$ cat src/rtl/mul_pkg.sv
// mul_pkg: shared defaults and metadata/result types for the multiplier writeback stage
package mul_pkg;
  localparam int MUL_LATENCY = 3;
  localparam int MUL_TAG_W = 6;
  localparam int MUL_WB_W = MUL_TAG_W + 32;
  typedef struct packed {
    logic v;
    logic [MUL_TAG_W-1:0] tag;
    logic hi;
  } mul_meta_t;
  typedef struct packed {
    logic [MUL_TAG_W-1:0] tag;
    logic [31:0] data;
  } mul_wb_t;
endpackage

$ cat src/rtl/mul_writeback_stage_fifo.sv
// mul_result_fifo: DEPTH-entry circular buffer of writeback results; storage itself is never reset
module mul_result_fifo
  import mul_pkg::*;
#(
  parameter int DEPTH = 4
) (
  input  logic                    i_clk,
  input  logic                    i_rst_n,
  input  logic                    i_flush,
  input  logic                    i_push,
  input  logic [MUL_WB_W-1:0]     i_din,
  input  logic                    i_pop,
  output logic [MUL_WB_W-1:0]     o_head,
  output logic [$clog2(DEPTH):0]  o_count
);
  localparam int AW = $clog2(DEPTH);
  localparam logic [AW:0] FULL = (AW+1)'(DEPTH);
  mul_wb_t r_mem [DEPTH];
  logic [AW-1:0] r_wr;
  logic [AW-1:0] r_rd;
  logic [AW:0] r_count;
  always_ff @(posedge i_clk or negedge i_rst_n)
    if (!i_rst_n) begin
      r_wr <= '0;
      r_rd <= '0;
      r_count <= '0;
    end else if (i_flush) begin
      r_wr <= '0;
      r_rd <= '0;
      r_count <= '0;
    end else begin
      if (i_push) r_wr <= r_wr + 1'b1;
      if (i_pop) r_rd <= r_rd + 1'b1;
      r_count <= r_count + (AW+1)'(i_push) - (AW+1)'(i_pop);
    end
  always_ff @(posedge i_clk)
    if (i_push && !i_flush) r_mem[r_wr] <= mul_wb_t'(i_din);
  assign o_head = r_mem[r_rd];
  assign o_count = r_count;
  a_no_overflow: assert property (@(posedge i_clk) disable iff (!i_rst_n) !(i_push && !i_flush && r_count == FULL));
endmodule

$ cat src/rtl/mul_writeback_stage.sv
// mul_writeback_stage: tracks ops through the fixed-latency multiplier, captures and buffers the selected word.
// Define MUL_WRITEBACK_BYPASS_EN to present a capture combinationally when the result FIFO is empty.
module mul_writeback_stage
  import mul_pkg::*;
#(
  parameter int LATENCY = MUL_LATENCY,
  parameter int TAG_W = MUL_TAG_W,
  parameter int DEPTH = 4
) (
  input  logic             i_clk,
  input  logic             i_rst_n,
  input  logic             i_flush,
  input  logic             i_issue_valid,
  output logic             o_issue_ready,
  input  logic [TAG_W-1:0] i_issue_tag,
  input  logic             i_issue_hi,
  input  logic [63:0]      i_mul_product,
  output logic             o_wb_valid,
  input  logic             i_wb_ready,
  output logic [TAG_W-1:0] o_wb_tag,
  output logic [31:0]      o_wb_data,
  output logic [2:0]       o_inflight_cnt
);
  localparam int CW = $clog2(DEPTH) + 1;
  mul_meta_t r_pipe [LATENCY];
  logic [2:0] r_inflight;
  logic [CW-1:0] w_count;
  mul_wb_t w_head;
  mul_wb_t w_cap;
  logic w_fire;
  logic w_capture;
  logic w_push;
  logic w_pop;
  logic w_empty;
  // credit: every op inside the array or the FIFO owns a FIFO slot
  assign o_issue_ready = (int'(w_count) + int'(r_inflight) < DEPTH) && !i_flush;
  assign w_fire = i_issue_valid && o_issue_ready;
  assign w_capture = r_pipe[LATENCY-1].v && !i_flush;
  assign w_cap = '{tag: r_pipe[LATENCY-1].tag,
                   data: r_pipe[LATENCY-1].hi ? i_mul_product[63:32] : i_mul_product[31:0]};
  always_ff @(posedge i_clk or negedge i_rst_n)
    if (!i_rst_n) begin
      for (int k = 0; k < LATENCY; k++) r_pipe[k] <= '0;
      r_inflight <= '0;
    end else begin
      r_pipe[0] <= '{v: w_fire, tag: i_issue_tag, hi: i_issue_hi};
      for (int k = 1; k < LATENCY; k++) begin
        r_pipe[k] <= r_pipe[k-1];
        r_pipe[k].v <= r_pipe[k-1].v && !i_flush;
      end
      r_inflight <= i_flush ? '0 : r_inflight + 3'(w_fire) - 3'(w_capture);
    end
  assign o_inflight_cnt = r_inflight;
  assign w_empty = (w_count == '0);
  assign w_pop = !w_empty && i_wb_ready;
`ifdef MUL_WRITEBACK_BYPASS_EN
  logic w_bypass;
  assign w_bypass = w_empty && w_capture;
  assign w_push = w_capture && !(w_bypass && i_wb_ready);
  assign o_wb_valid = !w_empty || w_bypass;
  assign o_wb_tag = !w_empty ? w_head.tag : w_bypass ? w_cap.tag : '0;
  assign o_wb_data = !w_empty ? w_head.data : w_bypass ? w_cap.data : '0;
`else
  assign w_push = w_capture;
  assign o_wb_valid = !w_empty;
  assign o_wb_tag = w_empty ? '0 : w_head.tag;
  assign o_wb_data = w_empty ? '0 : w_head.data;
`endif
  mul_result_fifo #(.DEPTH(DEPTH)) u_fifo (
    .i_clk   (i_clk),
    .i_rst_n (i_rst_n),
    .i_flush (i_flush),
    .i_push  (w_push),
    .i_din   (w_cap),
    .i_pop   (w_pop),
    .o_head  (w_head),
    .o_count (w_count)
  );
endmodule

$ cat config.mk
export PLATFORM = sky130hd
export DESIGN_NAME = mul_writeback_stage
export DESIGN_NICKNAME = d
export VERILOG_FILES = /design/src/rtl/mul_pkg.sv /design/src/rtl/mul_writeback_stage_fifo.sv /design/src/rtl/mul_writeback_stage.sv
export SDC_FILE = /design/constraint.sdc
export NUM_CORES = 1
export LEC_CHECK = 0
export ABC_AREA = 1
export CAP_MARGIN = 20
export CORE_MARGIN = 2
export CORE_UTILIZATION = 30
export DETAILED_ROUTE_END_ITERATION = 10
export SLEW_MARGIN = 20
export SYNTH_ARGS = -nofsm -noshare
export SYNTH_HDL_FRONTEND = slang
export SYNTH_SLANG_ARGS = --single-unit
$ cat constraint.sdc
create_clock -name i_clk -period 2.9 [get_ports i_clk]
set_input_delay 0.435 -clock i_clk [delete_from_list [all_inputs] [get_ports i_clk]]
set_output_delay 0.435 -clock i_clk [all_outputs]
set_load 0.03 [all_outputs]
* Word-level counts from Yosys, hierarchy flattened
Memory sizes are Yosys's and may differ from the RTL's.
Index checks and enable logic that the tools add are counted.
** Word-level totals
- Bits in registers :: 34
- RAM bits :: 152
- Input port bits :: 76
- Memories :: 1
- Output and inout port bits :: 43
- Logic and storage cells :: 45
** Cells by class
- Multiplexer cells :: 11
- Add/subtract/negate cells :: 7
- Magnitude comparators :: 1
- Reduce and logical (&&, ||, !) cells :: 12
** Memories
- u_fifo.r_mem :: words 4, width 38, rd ports 1, clocked after memory_dff 0, wr ports 1, RTL line mul_writeback_stage_fifo.sv:18 : mul_wb_t r_mem [DEPTH];
** Operators with widths (number)
- two-way mux 32 bit :: 2
- two-way mux 2 bit :: 4
- logical AND 1 bit :: 7
- adder 3 x 1 -> 3 bit :: 2
- two-way mux 3 bit :: 2
- two-way mux 6 bit :: 1
- subtractor 3 x 1 -> 3 bit :: 2
- adder 2 x 1 -> 2 bit, second input constant :: 2
- adder 3 x 3 -> 4 bit :: 1
- < comparator 4 x 3 -> 1 bit, second input constant :: 1
- nonzero test 2 bit :: 2
- zero test 3 bit :: 1
- zero test 1 bit :: 2
- two-way mux 1 bit :: 2

* Logic depth before layout (Yosys ltp)
Gate-level depths: netlist (run 1).
- Word-level depth :: 7
- Depth in mapped cells :: 13
- Gate-level depth less buffers :: 13

* By module
Synthesis (run 1) repeated with hierarchy kept, for this count alone.
** Unflattened totals
- Cell total of the unflattened synthesis :: 675
- Area, all modules :: 8470.6 um^2
** Modules (own cells, without submodules)
- mul_result_fifo :: instances 1, area an instance 6744.0 um^2, sequential area each 4739.5 um^2, cells each 495
- mul_writeback_stage :: instances 1, area an instance 1726.7 um^2, sequential area each 675.6 um^2, cells each 180

* Worst setup path after synthesis (run 1)
No wires, ideal clock.
- Path kind :: input to register
- Start :: input i_flush
- End :: memory u_fifo.r_mem[0][0] in the netlist's numbering (enable)
- Setup time :: 0.433 ns
- Arrival :: 2.487 ns
- Stages on the path :: 4
- Path buffers :: 1
- Required time :: 2.467 ns
- Setup slack :: -0.020 ns
- Path through :: buf_2 inv_1 nand2_1 nor2_1
** On the way
- Word-level cells in the longest chain between the ends :: 5
** Ends and longest elaborated chain
- start: declaration :: RTL line mul_writeback_stage.sv:12 : input logic i_flush,
- zero test 1 bit * :: RTL line mul_writeback_stage_fifo.sv:37, mul_writeback_stage.sv:38
- logical AND 1 bit :: RTL line mul_writeback_stage.sv:38 : assign w_capture = r_pipe[LATENCY-1].v && !i_flush;
- logical AND 1 bit * :: RTL line mul_writeback_stage_fifo.sv:37 : if (i_push && !i_flush) r_mem[r_wr] <= mul_wb_t'(i_din);
- two-way mux 1 bit * :: RTL line mul_writeback_stage_fifo.sv:37
- two-way mux 1 bit (not written as such) * :: RTL line mul_writeback_stage_fifo.sv:37
- end: declaration :: RTL line mul_writeback_stage_fifo.sv:18
Every way passes the cells marked *; elsewhere a longest branch is shown, timed or not.

* Worst setup path in the final report (run 1)
- Start :: register u_fifo.r_rd[0]
- End :: output o_wb_tag[0]
** On the way
- Word-level cells in the longest chain between the ends :: 2
** Ends and longest elaborated chain
- start: declaration :: RTL line mul_writeback_stage_fifo.sv:20 : logic [AW-1:0] r_rd;
- start signal: assignment :: RTL line mul_writeback_stage_fifo.sv:33 : if (i_pop) r_rd <= r_rd + 1'b1;
- memory (4 x 38 bit)
- two-way mux 6 bit :: RTL line mul_writeback_stage.sv:66 : assign o_wb_tag = w_empty ? '0 : w_head.tag;
- end: declaration :: RTL line mul_writeback_stage.sv:20 : output logic [TAG_W-1:0] o_wb_tag,
Every way passes these cells.

==> impl_metrics.tcl, run 1 <==
set metrics [dict create \
    clk-insertion-delay-late_ps 430 \
    start_util_pct 30.6 \
    grt_overflow 0 \
    pwr-share-seq_pct 36.5 \
    critPathTopFamily "buffers and inverters" \
    final_util_pct 38.7 \
    period_minus_slack_ps 2570 \
    crit_path_start_kind "flop" \
    io_pins 119 \
    numCtsBuffers 17 \
    dr.first_iter.drc_count 243 \
    clockBufferDepth 2 \
    routed_via_density 4.24 \
    drtPass1Iterations 4 \
    worstMarginPinSlew_ps 852 \
    die_area_um2 27900 \
    die_w_um 167 \
    antenna_left 0 \
    final_net_count 919 \
    crit_arrival_ps 2130 \
    worstHoldPathType "reg2reg" \
    swShare_pct 36.9 \
    core_area_um2 26100 \
    setup_violations 0 \
    drv_cap 0 \
    cts_setup_buffers 0 \
    seq_area_frac_synth_pct 67.9 \
    die_y_um 167 \
    powerDensity_nw_per_um2 825 \
    diodes 0 \
    grt_pass1_vias 5024 \
    pwr-share-clk_pct 26.8 \
    ir_drop_v 0.000403 \
    hold_viol_final 0 \
    track_usage_pct 12.5 \
    p_int_w 0.00525 \
    htree_levels 4 \
    critPathMaxFanout 26 \
    crit_buf_inv 3 \
    finalClockSkew_ps 10.8 \
    vias 5004 \
    syn_to_final_growth_pct 26.7 \
    slew_headroom_pct 43.2 \
    mappedNetlistArea_um2 7970 \
    end_kind "output port" \
    p_leak_nw 4.22 \
    drive_above_1_share_pct 14.9 \
    crit_top_cell "nand2_1" \
    slowest_delay_ps 430 \
    drc_errors 0 \
    outcome "finished clean" \
    worstPathRequired_ps 2470 \
    root_buffer "clkbuf_16" \
    grt_antenna_before_repair 0 \
    wl_per_cell_um 14.4 \
    rows 59 \
    cts_tree "done" \
    ys_types 20 \
    grt_pass1_wl_um 26900 \
    hpwlAfterDp_um 10100 \
    portBuffers 118 \
    syn_nets 803 \
    fin_setup_tns_ps 0 \
    numClockSinks 186 \
    rsz0062_at_grt "no" \
    cpMaxStageDelayCell "dfrtp_2" \
    path_clk_slew_ps 70 \
    switching_power_w 0.00307 \
    wl_um 17000 \
    power_frac_comb_pct 36.8 \
    ys_warn_count 0 \
    synth_cells 715 \
    slew_viol_final 0 \
    gp_congestion 0.710 \
    path_cells "inv_2, buf_12, nand2_1, nand2_1, nand2_1, a21oi_1, buf_4" \
    holdBufCountCts 0 \
    cts_resized 0 \
    worstSetupPathType "reg2out" \
    grt_max_degree 80 \
    fin_crit_sh_pct 88.5 \
    clock.fmax_ghz 0.389 \
    synth-seq-cells 186 \
    synth.avg_cell_area_um2 11.1 \
]
## worst register-to-register path, cell delays in order, from the launching register on
cell and delay (ps):
dfrtp_1 450, ha_1 320, nand3_1 70, nand3_1 70
inv_1 90, nand2_1 80, ha_1 290, inv_1 50
ha_1 120, inv_1 50, fa_1 390, a21oi_1 130
nor2_1 60
## power by group through the flow
stage	registers, W	logic [W]	clock network [W]
4_1_cts	0.00304	0.00312	0.00228
2_1_floorplan	0.00308	0.00194	0
6_report	0.00304	0.00306	0.00223
3_3_place_gp	0.00309	0.00309	0
3_5_place_dp	0.00310	0.00312	0
5_1_grt	0.00305	0.00335	0.00237
## registers in the layout (all words and copies together) (netlist names)
signal,flops
u_fifo.r_mem,152
r_pipe,24
o_inflight_cnt,3
u_fifo.o_count,3
u_fifo.r_rd,2
u_fifo.r_wr,2
## per-layer routing
metal,track usage (%),routed length [µm],up-vias
li1,-,-,2541
met5,0,0,-
met4,4.27,258,0
met2,20.8,8130,109
met1,16.2,7720,2333
met3,2.85,878,21
## cell type report
cell class | instances | area [µm²]
Fill cell | 2480 | 16000
Timing Repair Buffer | 132 | 1330
Tap cell | 335 | 419
Inverter | 101 | 379
Clock buffer | 20 | 468
Multi-Input combinational cell | 393 | 1980
Sequential cell | 186 | 5420
Clock inverter | 12 | 100
## synth_stat cells
| master | instances | area (µm²) |
|---|---|---|
| mux2_1 | 2 | 22.5 |
| inv_1 | 99 | 372 |
| nand2_1 | 241 | 905 |
| inv_2 | 2 | 7.51 |
| ha_1 | 10 | 125 |
| fa_1 | 2 | 40.0 |
| buf_2 | 14 | 70.1 |
| buf_4 | 10 | 75.1 |
| mux2_2 | 30 | 338 |
| edfxtp_1 | 152 | 4560 |
| nand4_1 | 2 | 12.5 |
| o21ai_0 | 2 | 10.0 |
| nor2_1 | 19 | 71.3 |
| nand2_2 | 1 | 6.26 |
| nand3_1 | 43 | 215 |
| or2_2 | 2 | 12.5 |
| clkbuf_1 | 6 | 22.5 |
| dfrtp_1 | 34 | 851 |
| buf_6 | 5 | 56.3 |
| a21oi_1 | 39 | 195 |
## cells in the final DEF (no fill, tap or decap)
master	n
nand2_1	241
edfxtp_1	152
inv_1	98
clkdlybuf4s50_1	80
nand3_1	43
buf_4	41
a21oi_1	39
dfrtp_1	31
mux2_2	30
clkbuf_16	18
nor2_1	15
buf_12	11
ha_1	10
inv_6	6
nor2_4	4
inv_2	3
dfrtp_2	3
mux2_1	2
or2_2	2
o21ai_0	2
nand4_1	2
fa_1	2
inv_8	2
clkinv_2	2
nand2_2	1
clkbuf_1	1
clkbuf_8	1
inv_4	1
clkinv_4	1
## cell families after synthesis
family / synth area share, %
multiplexers: 4.52
adder cells (fa/ha/maj): 2.07
AO/OA/AOI/OAI: 2.57
AND/OR/NAND/NOR: 15.3
buffers and inverters: 7.57
flip-flops: 67.9
## metrics by stage
step                setup slack, ps  instance area [µm²]  std cells  power [W]  hold WS, ps
finish                          332                10100       1179    0.00833          348
detailed placement              302                 9530       1147    0.00621          336
global route                    210                10100       1179    0.00877          362
CTS                             317                10100       1179    0.00844          350
global placement                356                 9530       1147    0.00619          334
floorplan                     -20.5                 7970        715    0.00503          139
## final timing paths
check | endpoint | start | cells past startpoint | slack (ps)
setup / recovery | o_wb_tag[0] | u_fifo.r_rd[0] | 7 | 330
hold / removal | r_pipe[0] | r_pipe[8] | 0 | 350
setup reg to reg | o_inflight_cnt[2] | o_inflight_cnt[1] | 12 | 620
hold reg to reg | r_pipe[0] | r_pipe[8] | 0 | 350
max in group asynchronous | u_fifo.r_rd[1] | i_rst_n | 2 | 2140
min in group asynchronous | r_pipe[23] | i_rst_n | 2 | 420
No activity file was read; power rests on OpenSTA's default activity.
==> inputs of run 2 (changes only) <==
--- a/config.mk
+++ b/config.mk
@@ -8,8 +8,9 @@
 export ABC_AREA = 1
 export CAP_MARGIN = 20
 export CORE_MARGIN = 2
-export CORE_UTILIZATION = 30
+export CORE_UTILIZATION = 50
 export DETAILED_ROUTE_END_ITERATION = 10
+export PLACE_DENSITY = 0.75
 export SLEW_MARGIN = 20
 export SYNTH_ARGS = -nofsm -noshare
 export SYNTH_HDL_FRONTEND = slang
==> run 2 against run 1 <==
  * Critical endpoint is now o_wb_data[5]
  * Global-route usage grew 7.4 points
  * Count of clock-buffer cells in the layout fell by 2
  * Critical path type unchanged
  * Worst setup slack improved by 47 ps
  * Critical path depth is 1 lower
  * Sequential share of layout area increased by 0.63 points
  * Total power grew 1.7%
  * Largest power group is now registers
  * Clock power grew 9%
  * Highest routed layer unchanged
  * Sequential cell count unchanged
  * Combinational power shrank 2%
  * Via count rose by 2.7%
  * Sequential power hardly changed
==> impl_metrics.tcl, run 2 (synthesized netlist as in run 1, its figures left out) <==
set metrics [dict create \
    grt_antenna_before_repair 0 \
    end_kind "output port" \
    io_pins 119 \
    powerDensity_nw_per_um2 849 \
    crit_path_start_kind "flop" \
    drc_errors 0 \
    die_y_um 130 \
    numClockSinks 186 \
    hp-start "r_pipe[19]" \
    dr.first_iter.drc_count 316 \
    fin_crit_sh_pct 86.9 \
    vias 5138 \
    worstMarginPinSlew_ps 807 \
    holdPathEnd "r_pipe[11]" \
    cpMaxStageDelayCell "dfrtp_1" \
    grt_pass1_wl_um 25200 \
    timing.rr.start "o_inflight_cnt[2]" \
    die_w_um 130 \
    final_common_cell "nand2_1" \
    period_minus_slack_ps 2520 \
    path_cells "nor2_1, nand2_2, clkinv_1, buf_4, a21oi_1, buf_12" \
    path_clk_slew_ps 60 \
    rows 46 \
    grt_pass1_vias 5081 \
    die_area_um2 17000 \
    drtPass1Iterations 4 \
    syn_to_final_growth_pct 25.2 \
    worst_r2r_endpoint "o_inflight_cnt[2]" \
    root_buffer "clkbuf_16" \
    start_util_pct 50.7 \
    wl_um 16000 \
    holdBufCountCts 0 \
    clk-insertion-delay-late_ps 420 \
    gp_congestion 0.788 \
    final_net_count 923 \
    wl_per_cell_um 15.0 \
    htree_levels 4 \
    diodes 0 \
    core_area_um2 15700 \
    drv_cap 0 \
    worstHoldPathType "reg2reg" \
    clock.fmax_ghz 0.397 \
    crit_arrival_ps 2090 \
    cts_setup_buffers 0 \
    hpwlAfterDp_um 9160 \
    cts_tree "done" \
    routed_via_density 4.83 \
    portBuffers 118 \
    grt_max_degree 80 \
    grt_overflow 0 \
    holdWs_ps 346 \
    fin_setup_tns_ps 0 \
    worstSetupPathType "reg2out" \
    numCtsBuffers 17 \
    p_leak_nw 4.24 \
    top_regs "u_fifo.r_mem: 152 flops, r_pipe: 24 flops" \
    critPathMaxFanout 38 \
    finalClockSkew_ps 9.02 \
    drive_above_1_share_pct 15.0 \
    regMostFlops "u_fifo.r_mem" \
    holdPathStages 0 \
    ir_drop_v 0.000526 \
    setup_violations 0 \
    track_usage_pct 19.9 \
    slowest_delay_ps 450 \
    antenna_left 0 \
    slew_headroom_pct 46.2 \
    clockBufferDepth 2 \
    worstRegToRegCells 13 \
    rsz0062_at_grt "no" \
    worstPathRequired_ps 2470 \
    regToRegSetupSlack_ps 670 \
    hold_viol_final 0 \
    slew_viol_final 0 \
    outcome "finished clean" \
    largest_register_ffs 152 \
    most-common-layout-cells "nand2_1, edfxtp_1, inv_1" \
    cts_resized 0 \
]
[run 2: cell types whose count changed in the layout (fill, tap and decap cells not counted)]
cell / change
buf_4: +9
inv_6: -6
buf_12: -5
bufinv_16: +5
clkinv_1: +3
clkinv_2: +2
inv_8: -2
clkbuf_16: -1
clkbuf_8: -1
clkinv_4: +1
clkinvlp_4: +1
inv_2: -1
inv_4: -1
[run 2: per-stage QoR]
step	std cells	setup WS (ps)	power [W]	util (%)	instance area [µm²]
2_1_floorplan	715	-20.5	0.00503	-	7970
3_3_place_gp	1032	418	0.00606	59.5	9350
3_5_place_dp	1032	360	0.00610	59.5	9350
4_1_cts	1064	370	0.00853	63.5	9980
5_1_grt	1064	234	0.00891	63.5	9980
6_report	1064	379	0.00847	63.5	9980
[run 2: power by group]
group          switching (W)  total (W)  leakage [nW]  internal [W]
clock network       0.000914    0.00243         0.309       0.00152
registers          0.0000606    0.00304          1.78       0.00298
logic                0.00195    0.00300          2.14       0.00105
total                0.00293    0.00847          4.24       0.00554
[run 2: worst max-delay path by stage]
stage | from | endpoint | slack [ps] | cells past startpoint
final | u_fifo.o_count[1] | o_wb_data[5] | 380 | 6
after global placement | i_flush | o_inflight_cnt[2] | 420 | 11
after detailed placement | i_flush | o_inflight_cnt[2] | 360 | 12
after floorplan | i_flush | u_fifo.r_mem[0][0] | -20 | 4
after global routing | u_fifo.o_count[1] | o_wb_data[5] | 230 | 6
after CTS | o_inflight_cnt[2] | o_issue_ready | 370 | 5
[run 2: layer usage]
metal,share of wire [%],GRT usage [%]
met4,1.2,7.91
met5,0,0
met3,6.8,4.96
met2,51,34.0
met1,41,24.5
[run 2: cell type report]
class                   instances  area [µm²]
inverters                     101         379
flip-flops and latches        186        5420
repair buffers                136        1300
multi-input cells             393        1980
clock buffers                  18         429
fillers                      1217        5730
well taps                     216         270
clock inverters                14         203
[run 2: worst max-delay path: cells and delay by family, from the launching register on]
kind / cells / cell delay (ps)
buffers and inverters: 3 / 680
DFF: 1 / 450
and+or+nand+nor: 2 / 290
AOI/OAI and AO/OA: 1 / 210
==> inputs of run 3 (changes only) <==
--- a/config.mk
+++ b/config.mk
@@ -8,9 +8,9 @@
 export ABC_AREA = 1
 export CAP_MARGIN = 20
 export CORE_MARGIN = 2
-export CORE_UTILIZATION = 50
+export CORE_UTILIZATION = 52
 export DETAILED_ROUTE_END_ITERATION = 10
-export PLACE_DENSITY = 0.75
+export PLACE_DENSITY = 0.77
 export SLEW_MARGIN = 20
 export SYNTH_ARGS = -nofsm -noshare
 export SYNTH_HDL_FRONTEND = slang
==> run 3 against run 2 <==
  * Clock power is 8% lower
  * Combinational power hardly changed
  * Final cell count is 2.7% lower
  * First-iteration DRC count is 46% higher
  * Critical path type unchanged
  * Critical endpoint is now o_wb_data[2]
==> impl_metrics.tcl, run 3 (synthesized netlist as in run 1, its figures left out) <==
set metrics [dict create \
    regArea_um2 5420 \
    worstSetupPathType "reg2out" \
    nFillCells 1065 \
    p_leak_nw 4.23 \
    clock.fmax_ghz 0.369 \
    htree_levels 4 \
    power_w 0.00833 \
    grt_pass1_vias 5309 \
    hold_viol_final 0 \
    period_minus_slack_ps 2710 \
    top_regs "u_fifo.r_mem: 152 flops, r_pipe: 24 flops" \
    regToRegSetupSlack_ps 640 \
    slew_viol_final 0 \
    worstHoldPathType "reg2reg" \
    vias 5260 \
    multi_input_area_um2 1980 \
    cts_setup_buffers 0 \
    numClockSinks 186 \
    dr.first_iter.drc_count 460 \
    io_pins 119 \
    grt_overflow 0 \
    wl_um 16000 \
    fin_crit_sh_pct 93.4 \
    diodes 0 \
    drtPass1Iterations 4 \
    gp_congestion 0.793 \
    crit_arrival_ps 2270 \
    die_y_um 128 \
    die_w_um 128 \
    grt_max_degree 50 \
    worstMarginPinSlew_ps 845 \
    worst_r2r_endpoint "o_inflight_cnt[2]" \
    largest_register_ffs 152 \
    final_net_count 922 \
    cts_resized 0 \
    end_kind "output port" \
    wl_per_cell_um 15.4 \
    holdWs_ps 347 \
    worstPathRequired_ps 2470 \
    critPathMaxFanout 30 \
    clk-insertion-delay-late_ps 420 \
    rsz0062_at_grt "no" \
    portBuffers 118 \
    track_usage_pct 20.4 \
    ir_drop_v 0.000433 \
    final_util_pct 65.9 \
    root_buffer "clkbuf_16" \
    setup_violations 0 \
    clockBufferDepth 2 \
    cts_tree "done" \
    grt_antenna_before_repair 0 \
    outcome "finished clean" \
    fin_setup_tns_ps 0 \
    hp-start "r_pipe[19]" \
    holdPathStages 0 \
    regMostFlops "u_fifo.r_mem" \
    syn_to_final_growth_pct 24.8 \
    grt_pass1_wl_um 25400 \
    most-common-layout-cells "nand2_1, edfxtp_1, inv_1" \
    drc_errors 0 \
    drive_above_1_share_pct 14.6 \
    drv_cap 0 \
    routed_via_density 5.08 \
    finalClockSkew_ps 6.42 \
    slew_headroom_pct 43.5 \
    final_common_cell "nand2_1" \
    die_area_um2 16300 \
    start_util_pct 52.8 \
    rows 45 \
    numCtsBuffers 17 \
    holdBufCountCts 0 \
    timing.rr.start "o_inflight_cnt[2]" \
    holdPathEnd "r_pipe[11]" \
    crit_path_start_kind "flop" \
    worstRegToRegCells 12 \
    powerDensity_nw_per_um2 837 \
    core_area_um2 15100 \
    antenna_left 0 \
    path_clk_slew_ps 60 \
    hpwlAfterDp_um 9750 \
]
run 3: per-layer routing:
metal	vias to the layer above	global-route usage (%)	part of all wire, %
li1	2547	-	-
met1	2500	25.3	42
met2	184	34.8	50
met3	29	4.38	5.7
met4	0	8.99	2.0
met5	-	0	0
run 3: worst max path at each step:
stage,startpoint,end,depth (start not counted)
2_1_floorplan,i_flush,u_fifo.r_mem[0][0],4
3_3_place_gp,i_flush,o_inflight_cnt[2],11
3_5_place_dp,i_flush,o_inflight_cnt[2],11
4_1_cts,u_fifo.r_rd[0],o_wb_data[2],6
5_1_grt,u_fifo.r_rd[0],o_wb_data[12],6
6_report,u_fifo.r_rd[0],o_wb_data[2],6
run 3: per-stage QoR:
step	cells	worst slack, ps	instance area, µm²
finish	1035	191	9950
global route	1035	49.4	9950
CTS	1035	183	9950
detailed placement	1003	190	9350
global placement	1003	258	9350
floorplan	715	-20.5	7970
run 3: critical path, cell delays in order (launching register included):
cell	delay (ps)
dfrtp_2	730
buf_4	420
nand2_1	80
nand2_1	80
nand2_1	50
a21oi_1	250
buf_4	210
run 3: layout make-up:
type	instances	share of cell area, %
Clock buffer	28	5.74
Multi-Input combinational cell	393	19.9
Inverter	101	3.81
Timing Repair Buffer	135	13.5
Tap cell	188	2.36
Sequential cell	186	54.5
Clock inverter	4	0.239
run 3: power breakdown:
part	leakage [nW]	internal [W]	switching [W]
registers	1.78	0.00298	0.000104
clock network	0.296	0.00134	0.000896
logic	2.15	0.00108	0.00193
